===== src/rtl/fetch_pkg.sv =====
// Shared types and constants for the instruction fetch unit.
//   DEFAULT_RESET_PC  : default PC loaded on reset
//   DEFAULT_HALT_WORD : default instruction encoding that stops fetch
//   PC_STEP           : byte distance between sequential instructions
//   fetch_entry_t     : {pc, instr} pair held in the fetch buffer
//   align_pc()        : forces a PC onto a word boundary
package fetch_pkg;

  localparam logic [31:0] DEFAULT_RESET_PC  = 32'h0000_0000;
  localparam logic [31:0] DEFAULT_HALT_WORD = 32'hFFFF_FFFF;
  localparam logic [31:0] PC_STEP           = 32'd4;

  typedef struct packed {
    logic [31:0] pc;
    logic [31:0] instr;
  } fetch_entry_t;

  function automatic logic [31:0] align_pc(input logic [31:0] pc);
    return {pc[31:2], 2'b00};
  endfunction

endpackage


===== src/rtl/instruction_fetch_unit_if.sv =====
// Fetch-to-decode handshake.
//   if_valid       : head entry is valid
//   if_pc          : PC of the head entry
//   if_instruction : instruction word of the head entry
//   id_ready       : decode accepts the head this cycle
// master = fetch side, slave = decode side.
interface instruction_fetch_unit_if;

  logic        if_valid;
  logic [31:0] if_pc;
  logic [31:0] if_instruction;
  logic        id_ready;

  modport master (output if_valid, if_pc, if_instruction, input id_ready);
  modport slave  (input if_valid, if_pc, if_instruction, output id_ready);

endinterface


===== src/rtl/fetch_buffer.sv =====
// In-order FIFO of fetch entries.
//   clock, reset : clock and synchronous active-low reset
//   push/wr_data : enqueue one entry
//   pop          : dequeue the head entry
//   flush        : empty the buffer; overrides push and pop
//   full, empty  : occupancy flags
//   count        : number of valid entries
//   head         : oldest entry (meaningful only when !empty)
module fetch_buffer
  import fetch_pkg::*;
#(
  parameter int DEPTH = 2
) (
  input  logic                     clock,
  input  logic                     reset,
  input  logic                     push,
  input  fetch_entry_t             wr_data,
  input  logic                     pop,
  input  logic                     flush,
  output logic                     full,
  output logic                     empty,
  output logic [$clog2(DEPTH):0]   count,
  output fetch_entry_t             head
);

  localparam int PW = $clog2(DEPTH);
  localparam int CW = PW + 1;

  fetch_entry_t   storage [DEPTH];
  logic [PW-1:0]  rd_ptr;
  logic [PW-1:0]  wr_ptr;
  logic           do_push;
  logic           do_pop;

  assign full    = (count == CW'(DEPTH));
  assign empty   = (count == '0);
  assign do_pop  = pop && !empty && !flush;
  assign do_push = push && !flush && (!full || do_pop);
  assign head    = storage[rd_ptr];

  // NOTE: sequential state uses non-blocking assignments so every register
  // samples pre-edge values regardless of statement order.
  always_ff @(posedge clock) begin
    if (!reset || flush) begin
      rd_ptr <= '0;
      wr_ptr <= '0;
      count  <= '0;
    end else begin
      if (do_push) wr_ptr <= wr_ptr + PW'(1);
      if (do_pop)  rd_ptr <= rd_ptr + PW'(1);
      if (do_push && !do_pop)      count <= count + CW'(1);
      else if (do_pop && !do_push) count <= count - CW'(1);
    end
  end

  // NOTE: the entry storage is deliberately not reset; count alone decides
  // which slots hold valid data, so stale contents are never observed.
  always_ff @(posedge clock) begin
    if (do_push) storage[wr_ptr] <= wr_data;
  end

endmodule


===== src/rtl/instruction_fetch_unit.sv =====
// Front-end fetch stage: owns the PC, drives the instruction-cache address,
// buffers returned words and hands {pc, instruction} pairs to decode.
//   clock, reset       : clock and synchronous active-low reset
//   redirect_valid/_pc : flush and restart fetch at redirect_pc (word aligned)
//   instructionAddress : registered cache address
//   instruction        : cache read data, valid one cycle after issue
//   dec                : decode handshake (master side)
//   halted             : HALT_WORD was fetched; fetch stopped until reset/redirect
module instruction_fetch_unit
  import fetch_pkg::*;
#(
  parameter logic [31:0] RESET_PC  = DEFAULT_RESET_PC,
  parameter int          BUF_DEPTH = 2,
  parameter logic [31:0] HALT_WORD = DEFAULT_HALT_WORD
) (
  input  logic                             clock,
  input  logic                             reset,
  input  logic                             redirect_valid,
  input  logic [31:0]                      redirect_pc,
  output logic [31:0]                      instructionAddress,
  input  logic [31:0]                      instruction,
  instruction_fetch_unit_if.master         dec,
  output logic                             halted
);

  localparam int CW = $clog2(BUF_DEPTH) + 1;
  localparam int SW = CW + 1;

  logic [31:0]   fetch_pc;
  logic [31:0]   req_pc;
  logic          inflight;
  logic          squash;

  logic [CW-1:0] buf_count;
  logic          buf_full;
  logic          buf_empty;
  fetch_entry_t  buf_head;
  logic          push;
  logic          pop;
  logic          issue;
  logic          halt_hit;

  // A response is enqueued the edge after its issue unless the halt that
  // arrived alongside it squashed it, or a redirect is flushing everything.
  assign push     = inflight && !squash && !redirect_valid && (!buf_full || pop);
  assign pop      = dec.if_valid && dec.id_ready && !redirect_valid;
  assign halt_hit = push && (instruction == HALT_WORD);

  // Issue only when the buffer has a slot for every outstanding word, so the
  // buffer can never overflow.
  assign issue = !halted && !redirect_valid &&
                 ((SW'(buf_count) + SW'(inflight)) < SW'(BUF_DEPTH));

  fetch_buffer #(.DEPTH(BUF_DEPTH)) u_buffer (
    .clock   (clock),
    .reset   (reset),
    .push    (push),
    .wr_data ('{pc: req_pc, instr: instruction}),
    .pop     (pop),
    .flush   (redirect_valid),
    .full    (buf_full),
    .empty   (buf_empty),
    .count   (buf_count),
    .head    (buf_head)
  );

  // Head fields read as zero while empty so decode never sees stale data.
  assign dec.if_valid       = !buf_empty;
  assign dec.if_pc          = buf_empty ? '0 : buf_head.pc;
  assign dec.if_instruction = buf_empty ? '0 : buf_head.instr;

  always_ff @(posedge clock) begin
    if (!reset) begin
      fetch_pc           <= RESET_PC;
      instructionAddress <= RESET_PC;
      req_pc             <= RESET_PC;
      inflight           <= 1'b0;
      squash             <= 1'b0;
      halted             <= 1'b0;
    end else if (redirect_valid) begin
      // Any in-flight response is dropped; issue resumes on the next edge.
      fetch_pc <= align_pc(redirect_pc);
      inflight <= 1'b0;
      squash   <= 1'b0;
      halted   <= 1'b0;
    end else begin
      if (issue) begin
        instructionAddress <= fetch_pc;
        req_pc             <= fetch_pc;
        fetch_pc           <= fetch_pc + PC_STEP;
      end
      inflight <= issue;
      // A request issued at the same edge the halt word lands is discarded.
      squash   <= issue && halt_hit;
      if (halt_hit) halted <= 1'b1;
    end
  end

endmodule


===== src/flat_wrapper.sv =====
// flat-port wrapper written by rule: the top's interface ports become plain ports
module instruction_fetch_unit_flat import fetch_pkg::*;
#(
  parameter logic [31:0] RESET_PC  = DEFAULT_RESET_PC,
  parameter int          BUF_DEPTH = 2,
  parameter logic [31:0] HALT_WORD = DEFAULT_HALT_WORD
)
  (clock, reset, redirect_valid, redirect_pc, instructionAddress, instruction, halted, dec_if_valid, dec_if_pc, dec_if_instruction, dec_id_ready);
  instruction_fetch_unit_if dec_i ();
  input  logic clock;
  input  logic reset;
  input  logic redirect_valid;
  input  logic [31:0] redirect_pc;
  output logic [31:0] instructionAddress;
  input  logic [31:0] instruction;
  output logic halted;
  output wire logic [$bits(dec_i.if_valid)-1:0] dec_if_valid;
  output wire logic [$bits(dec_i.if_pc)-1:0] dec_if_pc;
  output wire logic [$bits(dec_i.if_instruction)-1:0] dec_if_instruction;
  input wire logic [$bits(dec_i.id_ready)-1:0] dec_id_ready;
  assign dec_if_valid = dec_i.if_valid;
  assign dec_if_pc = dec_i.if_pc;
  assign dec_if_instruction = dec_i.if_instruction;
  assign dec_i.id_ready = dec_id_ready;
  instruction_fetch_unit #(.RESET_PC(RESET_PC), .BUF_DEPTH(BUF_DEPTH), .HALT_WORD(HALT_WORD)) u_core (.clock(clock), .reset(reset), .redirect_valid(redirect_valid), .redirect_pc(redirect_pc), .instructionAddress(instructionAddress), .instruction(instruction), .dec(dec_i), .halted(halted));
endmodule

===== config.mk =====
export PLATFORM = sky130hd
export DESIGN_NAME = instruction_fetch_unit_flat
export DESIGN_NICKNAME = d
export VERILOG_FILES = /design/src/rtl/fetch_pkg.sv /design/src/rtl/instruction_fetch_unit_if.sv /design/src/rtl/fetch_buffer.sv /design/src/rtl/instruction_fetch_unit.sv /design/src/flat_wrapper.sv
export SDC_FILE = /design/constraint.sdc
export NUM_CORES = 1
export LEC_CHECK = 0
export BUFFER_PORTS_ARGS = -buffer_cell sky130_fd_sc_hd__buf_2
export CORE_ASPECT_RATIO = 1.1
export CORE_MARGIN = 5
export CORE_UTILIZATION = 24
export DETAILED_ROUTE_END_ITERATION = 12
export MAX_ROUTING_LAYER = met4
export PLACE_DENSITY = 0.46
export SYNTH_ARGS = -nofsm -noshare
export SYNTH_HDL_FRONTEND = slang
export SYNTH_SLANG_ARGS = --single-unit

===== constraint.sdc =====
create_clock -name clock -period 12.4 [get_ports clock]
set_clock_uncertainty 0.1 [all_clocks]
set_input_delay 1.24 -clock clock [delete_from_list [all_inputs] [get_ports clock]]
set_output_delay 1.24 -clock clock [all_outputs]
set_load 0.01 [all_outputs]

## Yosys cells after proc, flatten, opt, wreduce, memory -nomap -nowiden

Memory sizes are Yosys's and may differ from the RTL's. A register that Yosys moved wholly into a read port is not among the register bits.
Index checks and enable logic that the tools add are counted.

| word-level totals | value |
|---|---|
| flip-flop bits (word level) | 71 |
| RAM bits | 128 |
| bits of input ports | 68 |
| output and inout bits | 98 |
| logic and storage cells | 62 |
| memories kept | 1 |

Memories:

| name | words | width | read ports | clocked after memory_dff | write ports | line | text |
|---|---|---|---|---|---|---|---|
| u_core.u_buffer.storage | 2 | 64 | 1 | 1 | 1 | fetch_buffer.sv:29 | `fetch_entry_t storage [DEPTH];` |

| operators by class | value |
|---|---|
| add/sub/neg operators | 6 |
| order comparisons | 1 |
| equality and inequality tests | 2 |
| mux-type cells | 10 |
| bitwise logic cells | 2 |
| reductions and logical operators | 31 |

Operator list:

| kind | number |
|---|---|
| 32-bit two-way mux | 4 |
| 32-bit by 3-bit adder with 32-bit output (second input constant) | 1 |
| 32-bit == test (second input constant) | 1 |
| 1-bit logical AND | 15 |
| 1-bit logical NOT | 8 |
| 1-bit two-way mux | 4 |
| 2-bit two-way mux | 2 |
| 2-bit nonzero test | 2 |
| 2-bit by 1-bit adder with 3-bit output | 1 |
| 1-bit logical OR | 3 |
| 3-bit by 2-bit < comparator with 1-bit output (second input constant) | 1 |
| 1-bit adder (second input constant) | 2 |
| 2-bit by 1-bit adder with 2-bit output (second input constant) | 1 |
| 2-bit == test (second input constant) | 1 |
| 2-bit logical NOT | 1 |
| 1-bit NOT | 2 |
| 2-bit AND reduction | 1 |
| 2-bit OR reduction | 1 |
| 2-bit by 1-bit subtractor with 2-bit output (second input constant) | 1 |

## Depth between registers and ports, before layout

| logic depth | value |
|---|---|
| word-level depth | 12 |
| depth in mapped cells | 9 |
| gate-level depth less buffers | 7 |

## Hierarchy

A second synthesis with hierarchy kept.

| second synthesis, totals | value |
|---|---|
| cell total of the unflattened synthesis | 692 |
| area total of the unflattened synthesis | 8494.4 um2 |

Modules (own cells, without submodules):

| module | times used | cells an instance | area an instance (um2) | seq. area each (um2) |
|---|---|---|---|---|
| fetch_buffer | 1 | 227 | 4869.7 | 3943.8 |
| instruction_fetch_unit | 1 | 465 | 3624.7 | 1261.2 |

## Least setup slack after synthesis

Ideal clock, no wire load.

| path | value |
|---|---|
| path type | input to register |
| start point | input redirect_valid |
| end point | memory u_core.u_buffer.storage[0][0] (netlist name), enable pin |
| library setup time | 0.490 ns |
| arrival | 4.864 ns |
| required time | 11.810 ns |
| path slack | 6.947 ns |
| stages | 3 |
| path buffers | 1 |
| path through | clkbuf_1 -> nor4b_1 -> nor2b_1 |

| on the way | value |
|---|---|
| longest elaborated chain between the ends | 8 |
| elaborated cells on any way between the ends | 12 |
| those cells by class | 2 x mux; 10 x reduce/logical |

RTL lines:

| element | line | text |
|---|---|---|
| start, declared | flat_wrapper.sv:12 | `input logic redirect_valid;` |
| 1-bit logical NOT (*) | - |  |
| 1-bit logical AND | instruction_fetch_unit.sv:46 | `assign pop = dec.if_valid && dec.id_ready && !redirect_valid;` |
| 1-bit logical OR or 1-bit logical AND (tied branches) | instruction_fetch_unit.sv:45, fetch_buffer.sv:37 |  |
| 1-bit logical AND, on equally long branches | instruction_fetch_unit.sv:45, fetch_buffer.sv:37 |  |
| 1-bit logical AND or 1-bit logical OR (tied branches) | fetch_buffer.sv:38 | `assign do_push = push && !flush && (!full \|\| do_pop);` |
| 1-bit logical AND (*) | fetch_buffer.sv:38 |  |
| 1-bit two-way mux (*) | fetch_buffer.sv:59 | `if (do_push) storage[wr_ptr] <= wr_data;` |
| 1-bit two-way mux (implied by the code) (*) | fetch_buffer.sv:59 |  |
| end, declared | fetch_buffer.sv:29 |  |

Every way passes the cells marked *; elsewhere a longest branch is shown, timed or not.

==> results.py <==
metrics = {
    "logic_synthesis": {
        "async_reset_ff_share_pct": 0,
        "synthTopCellsByArea": "edfxtp_1 (48%), dfxtp_1 (18%), mux2i_1 (8.2%)",
        "yosysTopAreaCell": "edfxtp_1",
        "synth.distinct_cells": 42,
        "ys_seq_area_share_pct": 65.8,
        "synth_top_family_by_area": "simple AND/OR/NAND/NOR gates",
        "ys_warn_count": 0,
        "synth_flop_cell": "edfxtp_1",
        "syn_inst": 641,
        "synth.avg_cell_area_um2": 12.1,
        "muxShareOfSynthArea_pct": 8.16,
        "synthAdderAreaFrac_pct": 0.324,
        "ys_ff_latch": 192,
        "synth_edf_count": 124,
        "synthSimpleGateAreaFrac_pct": 12.4,
        "synth_compound_area_share_pct": 7.92,
        "syn_area_mm2": 0.00773,
        "synth-xor-area-share_pct": 2.72,
        "synth_top_area_share_pct": 48.2,
    },
    "clock_tree": {
        "cts_resized": 0,
        "clk_latency_ns": 0.43,
        "h-tree-depth": 4,
        "cts.clk_slew.worst_paths_ns": 0.07,
        "postCtsSetupRepairBufs": 0,
        "holdBufCountCts": 0,
        "cts-buffers-inserted": 17,
        "cts_tree": "yes",
        "clockBufferDepth": 2,
        "cts_sinks": 192,
        "root_buffer": "clkbuf_16",
    },
    "setup_path": {
        "rrSetupSlack_ns": 9.50,
        "critPathLaunchType": "flip-flop",
        "endpoint_kind": "output port",
        "crit_fanout": 38,
        "crit_arrival_ns": 2.36,
        "r2r-end": "u_core.u_buffer.storage[0][60]$_DFFE_PP_",
        "r2r_cells": 4,
        "regToRegStartpoint": "u_core.u_buffer.count[0]$_SDFFE_PP0P_",
        "critPathRequiredTime_ns": 11.06,
        "worst-setup-path-type": "flip-flop to output port",
    },
    "min_path": {
        "hold_end": "u_core.instructionAddress[31]$_SDFFE_PN0P_",
        "hold_path.class": "flip-flop to flip-flop",
        "min_from": "u_core.fetch_pc[31]$_SDFFE_PN0P_",
        "min_path_cells": 2,
    },
    "timing": {
        "fmax_mhz": 270,
        "tightest_slew_ns": 0.928,
        "setup_tns_ns": 0,
        "layout_setup_ws_ns": 8.70,
        "setup-violations-final": 0,
        "fin_hold_ws_ns": 0.382,
        "timing.slew.headroom_pct": 37.3,
        "period_minus_slack_ns": 3.70,
        "slew_viol_final": 0,
        "hold_viol_final": 0,
        "rsz0062_at_grt": "false",
        "period_share_pct": 29.9,
    },
    "floorplanning": {
        "num_rows": 69,
        "fp.dieArea_mm2": 0.0359,
        "start_util_pct": 24.1,
        "die_x_um": 181,
        "io_pins": 166,
        "die_y_um": 198,
        "core-area_mm2": 0.0320,
    },
    "power": {
        "vdd_drop_max_v": 0.0000724,
        "power_leakage_uw": 0.00346,
        "powerDensity_mw_per_mm2": 141,
    },
    "grt": {
        "grt_pass1_wl_mm": 30.9,
        "overflow": 0,
        "track_usage_pct": 11.4,
        "grt_max_degree": 63,
        "grt_antenna_before_repair": 1,
        "grt_pass1_vias": 5265,
    },
    "placed_design": {
        "place_inst": 1196,
        "gp_congestion": 0.730,
        "hpwl_mm": 13.3,
        "preCtsSetupSlack_ns": 8.54,
        "port_buffers": 159,
    },
    "detailed_routing": {
        "firstDrtPassIters": 4,
        "wl_per_cell_um": 16.1,
        "drt_wl_total_mm": 19.8,
        "vias_per_cell": 4.23,
        "first_iter_violations": 247,
        "ant_nets": 0,
        "num_vias": 5203,
        "drc": 0,
    },
    "layout": {
        "syn_to_final_growth_pct": 23.7,
        "finalNetCount": 859,
        "multi_input_area_mm2": 0.00247,
        "n_fill_cell": 3332,
        "fin_cells": 1229,
        "final_layout_size_suffix_gt1_share_pct": 25.6,
        "seq_area_mm2": 0.00509,
        "final_util_pct": 29.9,
    },
    "status": {
        "status": "complete, no violations",
    },
    "run": {
        "drv_cap": 0,
    },
}
where the power goes:
part	internal, µW	total, µW	leakage (µW)	switching, µW
logic	33.6	85.4	0.00151	51.8
clock network	303	546	0.000290	244
registers	699	715	0.00166	16.1
total	1040	1350	0.00346	312
registers in the layout (all words and copies together), names as in the netlist, named ones only:
signal and count:
u_core.fetch_pc 30, u_core.halted 1, u_core.u_buffer.wr_ptr 1, u_core.instructionAddress 30
u_core.u_buffer.rd_ptr 1, u_core.squash 1, u_core.inflight 1, u_core.u_buffer.storage 124
u_core.u_buffer.count 2
critical path, stage by stage (launching register included):
cell	delay (ns)
dfxtp_4	0.65
buf_4	0.65
mux2i_1	0.33
nor2_1	0.09
buf_2	0.18
cells by family after synthesis:
| group | after synthesis |
|---|---|
| other cells | 1 |
| simple gates | 213 |
| buf+inv | 48 |
| compound gates | 98 |
| mux | 63 |
| xor+xnor | 24 |
| flops | 192 |
| fa+ha+maj | 2 |
stage by stage:
stage                     cell area [µm²]  power (µW)
after detailed placement             8980         818
after CTS                            9560        1370
after global placement               8980         817
final                                9560        1350
after global routing                 9560        1410
after floorplan                      7740         775
synthesized netlist by cell type, types with 7 or more instances:
cell type,number
a21boi_0,31
a21oi_1,20
clkbuf_1,29
dfxtp_1,68
edfxtp_1,124
inv_1,7
mux2i_1,63
nand2_1,83
nand3_1,14
nand4_1,17
nor2_1,72
o21ai_0,32
xor2_1,19
cells in the final DEF (no fill, tap or decap), types with 2 or more instances in the layout:
cell type and n:
nor4_1 2, xnor2_1 5, conb_1 4, dfxtp_1 67
o211a_1 3, clkbuf_1 2, buf_2 159, clkinv_4 3
nand3_1 14, inv_6 2, nand2_1 83, a21boi_0 31
and3_1 3, a31oi_1 6, nand4_1 17, edfxtp_1 124
a21oi_1 20, clkbuf_16 19, inv_4 2, nor2_1 70
xor2_1 19, o21ai_0 32, or3_1 6, mux2i_1 63
inv_1 7, ha_1 2, clkinv_2 2, nor3_1 3
buf_4 8, and4_1 3
routing by layer:
layer | track usage (%) | vias to the layer above | routed length [µm]
met5 | - | - | 0
met4 | 2.84 | 0 | 192
met3 | 2.74 | 11 | 911
met2 | 17.8 | 121 | 9150
met1 | 15.2 | 2490 | 9560
li1 | - | 2581 | -
how the worst max path moves through the flow:
stage,end
after floorplan,u_core.u_buffer.storage[0][0]$_DFFE_PP_
after global placement,u_core.u_buffer.storage[0][55]$_DFFE_PP_
after detailed placement,u_core.u_buffer.storage[0][55]$_DFFE_PP_
after CTS,dec_if_instruction[0]
after global routing,dec_if_instruction[0]
final,dec_if_instruction[0]
cell type report:
type,instances,area share [%]
repair buffers,167,8.95
inverters,7,0.275
well taps,426,5.57
flip-flops and latches,192,53.2
diodes,1,0.0262
clock buffers,21,5.05
multi-input cells,404,25.9
clock inverters,11,1.05
(Power assumes the default switching activity.)
